--- src/rtl/hazard_ctrl_p_if.sv ---
// hazard_ctrl_p_if: pipeline status inputs and stage-control/forwarding outputs of hazard_ctrl_p.
interface hazard_ctrl_p_if #(parameter int REG_AW = 5, parameter int CNT_W = 16);
  logic [REG_AW-1:0] id_rs_addr, id_rt_addr, exe_waddr, mem_waddr, wb_waddr;
  logic id_rs_used, id_rt_used, id_is_store;
  logic exe_valid, exe_wen, exe_is_load, md_start, branch_taken;
  logic mem_valid, mem_wen, mem_is_load, mem_is_store, mem_ready, wb_wen;
  logic if_en, if_rst, id_en, id_rst, exe_en, exe_rst, mem_en, mem_rst, wb_en, wb_rst;
  logic [2:0] fwd_a_sel, fwd_b_sel;
  logic mem_fwd_store, md_busy;
  logic [CNT_W-1:0] stall_cnt, flush_cnt;
  modport master (
    output id_rs_addr, id_rt_addr, exe_waddr, mem_waddr, wb_waddr,
    output id_rs_used, id_rt_used, id_is_store,
    output exe_valid, exe_wen, exe_is_load, md_start, branch_taken,
    output mem_valid, mem_wen, mem_is_load, mem_is_store, mem_ready, wb_wen,
    input if_en, if_rst, id_en, id_rst, exe_en, exe_rst, mem_en, mem_rst, wb_en, wb_rst,
    input fwd_a_sel, fwd_b_sel, mem_fwd_store, md_busy, stall_cnt, flush_cnt
  );
  modport slave (
    input id_rs_addr, id_rt_addr, exe_waddr, mem_waddr, wb_waddr,
    input id_rs_used, id_rt_used, id_is_store,
    input exe_valid, exe_wen, exe_is_load, md_start, branch_taken,
    input mem_valid, mem_wen, mem_is_load, mem_is_store, mem_ready, wb_wen,
    output if_en, if_rst, id_en, id_rst, exe_en, exe_rst, mem_en, mem_rst, wb_en, wb_rst,
    output fwd_a_sel, fwd_b_sel, mem_fwd_store, md_busy, stall_cnt, flush_cnt
  );
endinterface

--- src/rtl/hazard_ctrl_p.sv ---
// hazard_ctrl_p: hazard detection, operand forwarding, mul/div busy FSM and stall/flush counters.
// Optional debug hold/single-step enabled by defining DEBUG_STEP_EN.
module hazard_ctrl_p #(
  parameter int REG_AW = 5,
  parameter int MD_LAT = 4,
  parameter int WB_FWD = 1,
  parameter int CNT_W  = 16
) (
  input logic clk,
  input logic rst,
`ifdef DEBUG_STEP_EN
  input logic debug_en,
  input logic debug_step,
`endif
  hazard_ctrl_p_if.slave h
);
  localparam int CW = MD_LAT > 2 ? $clog2(MD_LAT) : 1;
  typedef enum logic [1:0] {IDLE, RUN, DONE} md_st_t;
  md_st_t st, st_nx;
  logic [CW-1:0] cnt, cnt_nx;
  logic dbg, mem_wait, hold, md_go, busy, load_stall, st_fwd;
  logic ex_a, mm_a, wb_a, ex_b, mm_b, wb_b;
  logic d, w, b, f, s;
`ifdef DEBUG_STEP_EN
  logic debug_step_prev;
  always_ff @(posedge clk)
    debug_step_prev <= rst ? 1'b0 : debug_step;
  assign dbg = debug_en & ~(debug_step & ~debug_step_prev);
`else
  assign dbg = 1'b0;
`endif
  function automatic logic [2:0] fsel(input logic e, m, wm, e_ld, m_ld);
    return (e & ~e_ld) ? 3'd1 : m ? (m_ld ? 3'd3 : 3'd2) : (wm && WB_FWD != 0) ? 3'd4 : 3'd0;
  endfunction
  assign ex_a = h.id_rs_used & h.exe_wen & (h.exe_waddr == h.id_rs_addr) & (h.id_rs_addr != REG_AW'(0));
  assign mm_a = h.id_rs_used & h.mem_wen & (h.mem_waddr == h.id_rs_addr) & (h.id_rs_addr != REG_AW'(0));
  assign wb_a = h.id_rs_used & h.wb_wen  & (h.wb_waddr  == h.id_rs_addr) & (h.id_rs_addr != REG_AW'(0));
  assign ex_b = h.id_rt_used & h.exe_wen & (h.exe_waddr == h.id_rt_addr) & (h.id_rt_addr != REG_AW'(0));
  assign mm_b = h.id_rt_used & h.mem_wen & (h.mem_waddr == h.id_rt_addr) & (h.id_rt_addr != REG_AW'(0));
  assign wb_b = h.id_rt_used & h.wb_wen  & (h.wb_waddr  == h.id_rt_addr) & (h.id_rt_addr != REG_AW'(0));
  // A store only needs the loaded value in MEM, so it takes the late store-data path instead of stalling.
  assign st_fwd     = ex_b & h.id_is_store & h.exe_is_load;
  assign load_stall = h.exe_is_load & (ex_a | (ex_b & ~h.id_is_store));
  assign h.fwd_a_sel     = rst ? 3'd0 : fsel(ex_a, mm_a, wb_a, h.exe_is_load, h.mem_is_load);
  assign h.fwd_b_sel     = (rst | st_fwd) ? 3'd0 : fsel(ex_b, mm_b, wb_b, h.exe_is_load, h.mem_is_load);
  assign h.mem_fwd_store = ~rst & st_fwd;
  assign mem_wait = h.mem_valid & (h.mem_is_load | h.mem_is_store) & ~h.mem_ready;
  assign hold     = dbg | mem_wait;
  assign md_go    = (st == IDLE) & h.exe_valid & h.md_start & ~hold & (MD_LAT > 1);
  assign busy     = ~rst & (md_go | st == RUN);
  assign h.md_busy = busy;
  always_comb begin
    st_nx  = st;
    cnt_nx = cnt;
    if (md_go) begin
      st_nx  = MD_LAT == 2 ? DONE : RUN;
      cnt_nx = CW'(MD_LAT - 2);
    end else if (st == RUN && !hold) begin
      st_nx  = cnt == CW'(1) ? DONE : RUN;
      cnt_nx = cnt - 1'b1;
    end else if (st == DONE && !hold)
      st_nx = IDLE;
  end
  always_ff @(posedge clk) begin
    st  <= rst ? IDLE : st_nx;
    cnt <= rst ? '0 : cnt_nx;
  end
  // One-hot priority levels: debug hold, memory wait, mul/div busy, flush, load stall.
  assign d = ~rst & dbg;
  assign w = ~rst & ~dbg & mem_wait;
  assign b = ~rst & ~dbg & ~mem_wait & busy;
  assign f = ~rst & ~dbg & ~mem_wait & ~busy & h.branch_taken;
  assign s = ~rst & ~dbg & ~mem_wait & ~busy & ~h.branch_taken & load_stall;
  assign h.if_en   = ~(d | w | b | s);
  assign h.id_en   = ~(d | w | b | s);
  assign h.exe_en  = ~(d | w | b);
  assign h.mem_en  = ~(d | w);
  assign h.wb_en   = ~d;
  assign h.if_rst  = rst;
  assign h.id_rst  = rst | f;
  assign h.exe_rst = rst | f | s;
  assign h.mem_rst = rst | b;
  assign h.wb_rst  = rst | w;
  always_ff @(posedge clk) begin
    if (rst) begin
      h.stall_cnt <= '0;
      h.flush_cnt <= '0;
    end else begin
      if ((w | b | s) && h.stall_cnt != {CNT_W{1'b1}}) h.stall_cnt <= h.stall_cnt + 1'b1;
      if (f && h.flush_cnt != {CNT_W{1'b1}}) h.flush_cnt <= h.flush_cnt + 1'b1;
    end
  end
endmodule

--- src/flat_wrapper.sv ---
// flat-port wrapper written by rule: the top's interface ports become plain ports
module hazard_ctrl_p_flat 
#(
  parameter int REG_AW = 5,
  parameter int MD_LAT = 4,
  parameter int WB_FWD = 1,
  parameter int CNT_W  = 16
)
  (clk, rst, h_id_rs_addr, h_id_rt_addr, h_exe_waddr, h_mem_waddr, h_wb_waddr, h_id_rs_used, h_id_rt_used, h_id_is_store, h_exe_valid, h_exe_wen, h_exe_is_load, h_md_start, h_branch_taken, h_mem_valid, h_mem_wen, h_mem_is_load, h_mem_is_store, h_mem_ready, h_wb_wen, h_if_en, h_if_rst, h_id_en, h_id_rst, h_exe_en, h_exe_rst, h_mem_en, h_mem_rst, h_wb_en, h_wb_rst, h_fwd_a_sel, h_fwd_b_sel, h_mem_fwd_store, h_md_busy, h_stall_cnt, h_flush_cnt);
  hazard_ctrl_p_if #(.REG_AW(REG_AW), .CNT_W(CNT_W)) h_i ();
  input logic clk;
  input logic rst;
  input wire logic [$bits(h_i.id_rs_addr)-1:0] h_id_rs_addr;
  input wire logic [$bits(h_i.id_rt_addr)-1:0] h_id_rt_addr;
  input wire logic [$bits(h_i.exe_waddr)-1:0] h_exe_waddr;
  input wire logic [$bits(h_i.mem_waddr)-1:0] h_mem_waddr;
  input wire logic [$bits(h_i.wb_waddr)-1:0] h_wb_waddr;
  input wire logic [$bits(h_i.id_rs_used)-1:0] h_id_rs_used;
  input wire logic [$bits(h_i.id_rt_used)-1:0] h_id_rt_used;
  input wire logic [$bits(h_i.id_is_store)-1:0] h_id_is_store;
  input wire logic [$bits(h_i.exe_valid)-1:0] h_exe_valid;
  input wire logic [$bits(h_i.exe_wen)-1:0] h_exe_wen;
  input wire logic [$bits(h_i.exe_is_load)-1:0] h_exe_is_load;
  input wire logic [$bits(h_i.md_start)-1:0] h_md_start;
  input wire logic [$bits(h_i.branch_taken)-1:0] h_branch_taken;
  input wire logic [$bits(h_i.mem_valid)-1:0] h_mem_valid;
  input wire logic [$bits(h_i.mem_wen)-1:0] h_mem_wen;
  input wire logic [$bits(h_i.mem_is_load)-1:0] h_mem_is_load;
  input wire logic [$bits(h_i.mem_is_store)-1:0] h_mem_is_store;
  input wire logic [$bits(h_i.mem_ready)-1:0] h_mem_ready;
  input wire logic [$bits(h_i.wb_wen)-1:0] h_wb_wen;
  output wire logic [$bits(h_i.if_en)-1:0] h_if_en;
  output wire logic [$bits(h_i.if_rst)-1:0] h_if_rst;
  output wire logic [$bits(h_i.id_en)-1:0] h_id_en;
  output wire logic [$bits(h_i.id_rst)-1:0] h_id_rst;
  output wire logic [$bits(h_i.exe_en)-1:0] h_exe_en;
  output wire logic [$bits(h_i.exe_rst)-1:0] h_exe_rst;
  output wire logic [$bits(h_i.mem_en)-1:0] h_mem_en;
  output wire logic [$bits(h_i.mem_rst)-1:0] h_mem_rst;
  output wire logic [$bits(h_i.wb_en)-1:0] h_wb_en;
  output wire logic [$bits(h_i.wb_rst)-1:0] h_wb_rst;
  output wire logic [$bits(h_i.fwd_a_sel)-1:0] h_fwd_a_sel;
  output wire logic [$bits(h_i.fwd_b_sel)-1:0] h_fwd_b_sel;
  output wire logic [$bits(h_i.mem_fwd_store)-1:0] h_mem_fwd_store;
  output wire logic [$bits(h_i.md_busy)-1:0] h_md_busy;
  output wire logic [$bits(h_i.stall_cnt)-1:0] h_stall_cnt;
  output wire logic [$bits(h_i.flush_cnt)-1:0] h_flush_cnt;
  assign h_i.id_rs_addr = h_id_rs_addr;
  assign h_i.id_rt_addr = h_id_rt_addr;
  assign h_i.exe_waddr = h_exe_waddr;
  assign h_i.mem_waddr = h_mem_waddr;
  assign h_i.wb_waddr = h_wb_waddr;
  assign h_i.id_rs_used = h_id_rs_used;
  assign h_i.id_rt_used = h_id_rt_used;
  assign h_i.id_is_store = h_id_is_store;
  assign h_i.exe_valid = h_exe_valid;
  assign h_i.exe_wen = h_exe_wen;
  assign h_i.exe_is_load = h_exe_is_load;
  assign h_i.md_start = h_md_start;
  assign h_i.branch_taken = h_branch_taken;
  assign h_i.mem_valid = h_mem_valid;
  assign h_i.mem_wen = h_mem_wen;
  assign h_i.mem_is_load = h_mem_is_load;
  assign h_i.mem_is_store = h_mem_is_store;
  assign h_i.mem_ready = h_mem_ready;
  assign h_i.wb_wen = h_wb_wen;
  assign h_if_en = h_i.if_en;
  assign h_if_rst = h_i.if_rst;
  assign h_id_en = h_i.id_en;
  assign h_id_rst = h_i.id_rst;
  assign h_exe_en = h_i.exe_en;
  assign h_exe_rst = h_i.exe_rst;
  assign h_mem_en = h_i.mem_en;
  assign h_mem_rst = h_i.mem_rst;
  assign h_wb_en = h_i.wb_en;
  assign h_wb_rst = h_i.wb_rst;
  assign h_fwd_a_sel = h_i.fwd_a_sel;
  assign h_fwd_b_sel = h_i.fwd_b_sel;
  assign h_mem_fwd_store = h_i.mem_fwd_store;
  assign h_md_busy = h_i.md_busy;
  assign h_stall_cnt = h_i.stall_cnt;
  assign h_flush_cnt = h_i.flush_cnt;
  hazard_ctrl_p #(.REG_AW(REG_AW), .MD_LAT(MD_LAT), .WB_FWD(WB_FWD), .CNT_W(CNT_W)) u_core (.clk(clk), .rst(rst), .h(h_i));
endmodule
--- config.mk ---
export PLATFORM = sky130hd
export DESIGN_NAME = hazard_ctrl_p_flat
export DESIGN_NICKNAME = d
export VERILOG_FILES = /design/src/rtl/hazard_ctrl_p_if.sv /design/src/rtl/hazard_ctrl_p.sv /design/src/flat_wrapper.sv
export SDC_FILE = /design/constraint.sdc
export NUM_CORES = 1
export LEC_CHECK = 0
export CAP_MARGIN = 20
export CELL_PAD_IN_SITES_DETAIL_PLACEMENT = 2
export CELL_PAD_IN_SITES_GLOBAL_PLACEMENT = 2
export CORE_AREA = 2 2 98 100
export DETAILED_ROUTE_END_ITERATION = 8
export DIE_AREA = 0 0 100 102
export PLACE_DENSITY_LB_ADDON = 0.1
export SLEW_MARGIN = 20
export SYNTH_ARGS = -nofsm -noshare
export SYNTH_HDL_FRONTEND = slang
export SYNTH_SLANG_ARGS = --single-unit
export TNS_END_PERCENT = 1
--- constraint.sdc ---
create_clock -name clk -period 4.8 [get_ports clk]
set_input_delay 0.96 -clock clk [delete_from_list [all_inputs] [get_ports clk]]
set_output_delay 0.96 -clock clk [all_outputs]
set_load 0.05 [all_outputs]
# == Yosys cells after proc, flatten, opt, wreduce, memory -nomap -nowiden ==
# Cells that the tools add are included.
# totals
input_bits,41
out_inout_bits,50
elab_cells,105
ff_bits,36
# op_classes
addsub,3
eq_ne,11
muxes,15
n_reduce_logical,12
n_bitwise,58
# op_table
operator,count
bitwise AND 1 bit,38
"adder 16 x 1 -> 16 bit, second input constant",2
"!= test 16 bit, second input constant",2
equality test 5 bit,6
two-way mux 3 bit,8
two-way mux 2 bit,5
inverter 1 bit,10
bitwise OR 1 bit,10
nonzero test 5 bit,2
"equality test 2 x 1 -> 1 bit, second input constant",2
logical AND 1 bit,4
nonzero test 2 bit,2
nonzero test 3 bit,1
"equality test 2 bit, second input constant",1
logical NOT 2 bit,1
two-way mux 1 bit,2
OR reduction 2 bit,1
"subtractor 2 x 1 -> 2 bit, second input constant",1
logical NOT 1 bit,1

# == Depth between registers and ports, before layout ==
# logic_depth
depth_word,13
mapped_depth,9
ltp_nobuf,7

# == Worst setup path after synthesis ==
# OpenSTA, ideal clock, no wires.
# synth_timing
path_type,input -> output
startpoint,input h_id_rt_addr[1]
endpoint,output h_fwd_b_sel[2]
arrival_ps,3511
slack_ps,329
n_path_buf,0
required_ps,3840
stages,5
path_cell_list,or4_1 > o21ai_1 > nor4_2 > o21ai_0 > nor4b_1
# synth_via
elab_chain_len,7
word_cells_on_any_way,18
cone_classes,eq/ne (3); mux (4); bitwise (10); reduce/logical (1)
# synth_lines
element,line_no,source
"start, declared",flat_wrapper.sv:14,input wire logic [$bits(h_i.id_rt_addr)-1:0] h_id_rt_addr;
equality test 5 bit (on tied branches),"hazard_ctrl_p.sv:40, hazard_ctrl_p.sv:38",
bitwise AND 1 bit (on tied branches) (2 in a row),"hazard_ctrl_p.sv:40, hazard_ctrl_p.sv:38",
two-way mux 3 bit or bitwise AND 1 bit (tied branches) (2 in a row),"hazard_ctrl_p.sv:33, hazard_ctrl_p.sv:42",
two-way mux 3 bit or bitwise OR 1 bit (tied branches),"hazard_ctrl_p.sv:33, hazard_ctrl_p.sv:45",
two-way mux 3 bit *,hazard_ctrl_p.sv:45,"assign h.fwd_b_sel = (rst | st_fwd) ? 3'd0 : fsel(ex_b, mm_b, wb_b, h.exe_is_load, h.mem_is_load);"
"end, declared",flat_wrapper.sv:43,output wire logic [$bits(h_i.fwd_b_sel)-1:0] h_fwd_b_sel;
# Every way passes the cells marked *; elsewhere a longest branch is shown, timed or not.

# == Final worst setup path ==
# layout_timing
startpoint,input h_mem_is_load
endpoint,output h_mem_rst
# layout_via
elab_chain_len,9
word_cells_on_any_way,10
cone_classes,bitwise (10)
# layout_lines
element,line_no,source
"start, declared",flat_wrapper.sv:28,input wire logic [$bits(h_i.mem_is_load)-1:0] h_mem_is_load;
bitwise OR 1 bit *,hazard_ctrl_p.sv:47,assign mem_wait = h.mem_valid & (h.mem_is_load | h.mem_is_store) & ~h.mem_ready;
bitwise AND 1 bit * (2 in a row),hazard_ctrl_p.sv:47,
inverter 1 bit *,"hazard_ctrl_p.sv:49, hazard_ctrl_p.sv:71",
bitwise AND 1 bit,hazard_ctrl_p.sv:49,assign md_go = (st == IDLE) & h.exe_valid & h.md_start & ~hold & (MD_LAT > 1);
bitwise OR 1 bit,hazard_ctrl_p.sv:50,assign busy = ~rst & (md_go | st == RUN);
bitwise AND 1 bit,hazard_ctrl_p.sv:50,
bitwise AND 1 bit *,hazard_ctrl_p.sv:71,assign b = ~rst & ~dbg & ~mem_wait & busy;
bitwise OR 1 bit *,hazard_ctrl_p.sv:82,assign h.mem_rst = rst | b;
"end, declared",flat_wrapper.sv:39,output wire logic [$bits(h_i.mem_rst)-1:0] h_mem_rst;
# Marked as above.

==> summary.txt <==
Outcome
  – Status: finished clean

Synth
  – Number of synthesized flops with an enable pin: 0
  – Mapped Cells: 286
  – Synth top area share: a little under a third
  – Syn Nets: 330
  – Netlist cell types: 51
  – Avg Inst Size Synth: approximately 8.1 sq um
  – Synth area leader: dfxtp_1
  – Ys flop type: dfxtp_1
  – Yosys warning total: 0
  – Cell area after synthesis: 0.00232 sq mm
  – Synthesis-stage register bit count: 36
  – Sequential cell area fraction in the yosys report: 31.1%
  – Ys async rst share: 0%
  – Synth area leaders: dfxtp_1 31%, xor2_1 11%, xnor2_1 5.7%

Critical path
  – Delay-heaviest family, CP: buffers and inverters
  – R2R setup slack: 2.42 ns
  – Critical R2R Launch: u_core.st[0]$_SDFFE_PP0P_
  – Slowest cell on the critical path: clkdlybuf4s50_1
  – Critical Path Fanout Max: 6
  – Endpoint class of the critical path: output port
  – Crit path launch type: input pin
  – Critical Path AT: between 3 and 4 ns
  – Kind of critical path: input pin to output port
  – Reg2Reg Capture Point: u_core.h.stall_cnt[5]$_SDFFE_PP0P_
  – CP bufs+invs: 2
  – WP data required: 3.84 ns
  – Critical Path, Cell by Cell: clkdlybuf4s50_1 -> nor2_1 -> or2_2 -> nor2b_1 -> nor2b_1 -> or2_2 -> clkdlybuf4s50_1
  – Delay of the slowest cell on the worst path: 0.80 ns
  – Cell count of the worst reg-to-reg path: 8

Clocking
  – CTS H-tree lvls: 2
  – CTS resizes: 0
  – Worst skew pair latency: 0.29 ns
  – Clock tree buffer depth: 2
  – Clock-pin slew on the worst setup and hold paths: 0.08 ns
  – Clk sink count: 36
  – Post-CTS Setup Bufs: 0
  – Hold_buf cts: 0
  – CTS Buf Count: 5
  – CTS tree: done
  – Clk root buf: clkbuf_8

Pwr
  – Leak pwr: 1.19 nW
  – Cell Pwr Density: 207 mW/mm^2
  – Sequential Power Share: 43.1%
  – Power share of the clock group: between 30% and 40%
  – Switch share: between 30% and 40%
  – Internal: about 500 uW
  – Total power: 716 uW
  – P_sw: 219 uW
  – Worst vdd ir: 0.0000829 V
  – Combinational share of power: about 24%

Place
  – Final GP Congestion: roughly 0.8
  – Pre-CTS WS: 0.521 ns
  – Placed cells: 477
  – Final HPWL DP: 6400 microns
  – # port buffers: 89

Min path
  – Hold EP: u_core.h.stall_cnt[11]$_SDFFE_PP0P_
  – Min-Delay Path Class: register to register
  – Hold wc startpoint: u_core.h.stall_cnt[11]$_SDFFE_PP0P_
  – Hold path cells: 2

Routing
  – Routed wire length: 8020 microns
  – Via count: 2491
  – WL/cell: about 17 microns
  – # DRC: 0
  – DRT Pass-1 Iters: 4
  – DR vias/cell: 5.14
  – Post-DRT Antenna Nets: 0
  – Initial DRC count: 45

Flow run
  – Max Cap Viol: 0

Final layout
  – Most frequent cells in the layout: 77 x clkdlybuf4s50_1, 36 x dfxtp_1, 28 x xor2_1
  – Antenna diodes: 0
  – Layout cells sized above 1: around 8.8%
  – Area Growth Syn to Fin: 48.9%
  – Commonest non-fill, non-tap cell in the layout: clkdlybuf4s50_1
  – Final net count: 417
  – Post-route insts no fill: ~490

GRT
  – Global route overflow: 0
  – Largest net degree at the start of global routing: 28
  – First-pass GRT wire length: 13500 microns
  – Vias in the first global route: approximately 2700
  – Initial antenna violation count: 0
  – GRT Overall Usage: 16.5%

STA
  – Worst-Margin Slew: 0.771 ns
  – Rel. slew slack: 48.6%
  – Period Utilization, post-route: 90.0%
  – Hold Slack: 0.509 ns
  – RSZ-0062 raised after global routing: false
  – Setup ws final: 0.480 ns
  – Final Hold Vio Count: 0
  – Max Slew Vio Count: 0
  – Post-layout minimum cycle time: 4.32 ns
  – Finish-stage setup viols: 0
  – Skew final: 0.0143 ns
  – Setup Total Neg Slack: 0 ns
  – Fmax achieved: 0.231 GHz

Floorplanning
  – Core area: just over 0.009 sq mm
  – Initial Utilization: 25.5%
  – FP Rows: 35
  – Die Y: 102 microns
  – Die width: 100 microns
  – Die area: roughly 0.010 sq mm
  – Top Ports: 91
==> cells in the mapped netlist (all sizes together), types with 2 or more instances <==
library cell  count
a311oi            2
nand3            15
xor2             28
mux2i             2
xnor2            15
nor2             26
nor3             10
o41ai             2
o221ai            2
or4               9
buf               5
o31ai             4
nor4             10
ha                3
dfxtp            36
a31oi             2
a21oi            14
and3              9
inv               8
clkbuf            7
nand4             9
and4              5
or2               3
nand2            22
o21ai             8
mux2              2
o311ai            4
a211o             2
nor2b             3
a211oi            2
or3               5
==> how the worst max path moves through the flow <==
stage	start	endpoint	slack, ns	cells past startpoint
floorplan	h_id_rt_addr[1]	h_fwd_b_sel[2]	0.33	5
global placement	h_mem_is_load	h_mem_rst	0.59	7
finish	h_mem_is_load	h_mem_rst	0.48	7
global route	h_mem_is_load	h_mem_rst	0.32	7
CTS	h_mem_is_load	h_mem_rst	0.49	7
detailed placement	h_mem_is_load	h_mem_rst	0.52	7
==> metal layers <==
metal  share of wire, %  up-vias  wire, microns  track usage, %
li1                   -     1224              -               -
met1                 45     1208           3580            19.8
met2                 49       52           3960            29.6
met3                5.1        7            408            4.10
met4               0.97        0             78            4.64
met5                  0        -              0               0
==> layout make-up <==
| cell class | count | area, sq um |
|---|---|---|
| multi-input cells | 230 | 1500 |
| well taps | 111 | 139 |
| repair buffers | 92 | 971 |
| clock inverters | 1 | 7.51 |
| fillers | 1054 | 5650 |
| clock buffers | 7 | 86.3 |
| inverters | 8 | 30.0 |
| flip-flops and latches | 36 | 721 |
==> logic make-up after synthesis <==
group | Yosys count | share of synthesized area, %
flip-flops | 36 | 31.1
XOR/XNOR | 43 | 16.2
adder cells (fa/ha/maj) | 3 | 1.62
AO/OA/AOI/OAI | 49 | 14.6
AND/OR/NAND/NOR | 130 | 30.4
other | 1 | 0.162
multiplexers | 4 | 1.83
buffers and inverters | 20 | 4.21
==> tightest hold or removal path, stage by stage (launching register included) <==
cell and delay [ns]:
dfxtp_1 0.34, o31ai_1 0.07, a21oi_1 0.06
==> sequential cells by signal, summed over array words and instances, names as in the netlist <==
name / cells
u_core.cnt: 2
u_core.h.stall_cnt: 16
u_core.st: 2
u_core.h.flush_cnt: 16
==> stage by stage <==
stage / area [sq um] / util [%]
5_1_grt: 3460 / 38.0
3_5_place_dp: 3360 / 36.9
3_3_place_gp: 3360 / 36.9
6_report: 3460 / 38.0
2_1_floorplan: 2320 / -
4_1_cts: 3460 / 38.0
==> power groups by stage <==
stage	Clock, mW	Combinational (mW)	Sequential, mW
after floorplan	0	0.0842	0.320
after global placement	0	0.173	0.315
after detailed placement	0	0.175	0.316
after CTS	0.248	0.176	0.309
after global routing	0.259	0.187	0.309
final	0.235	0.173	0.308
Power figures use the tool's default switching activity.
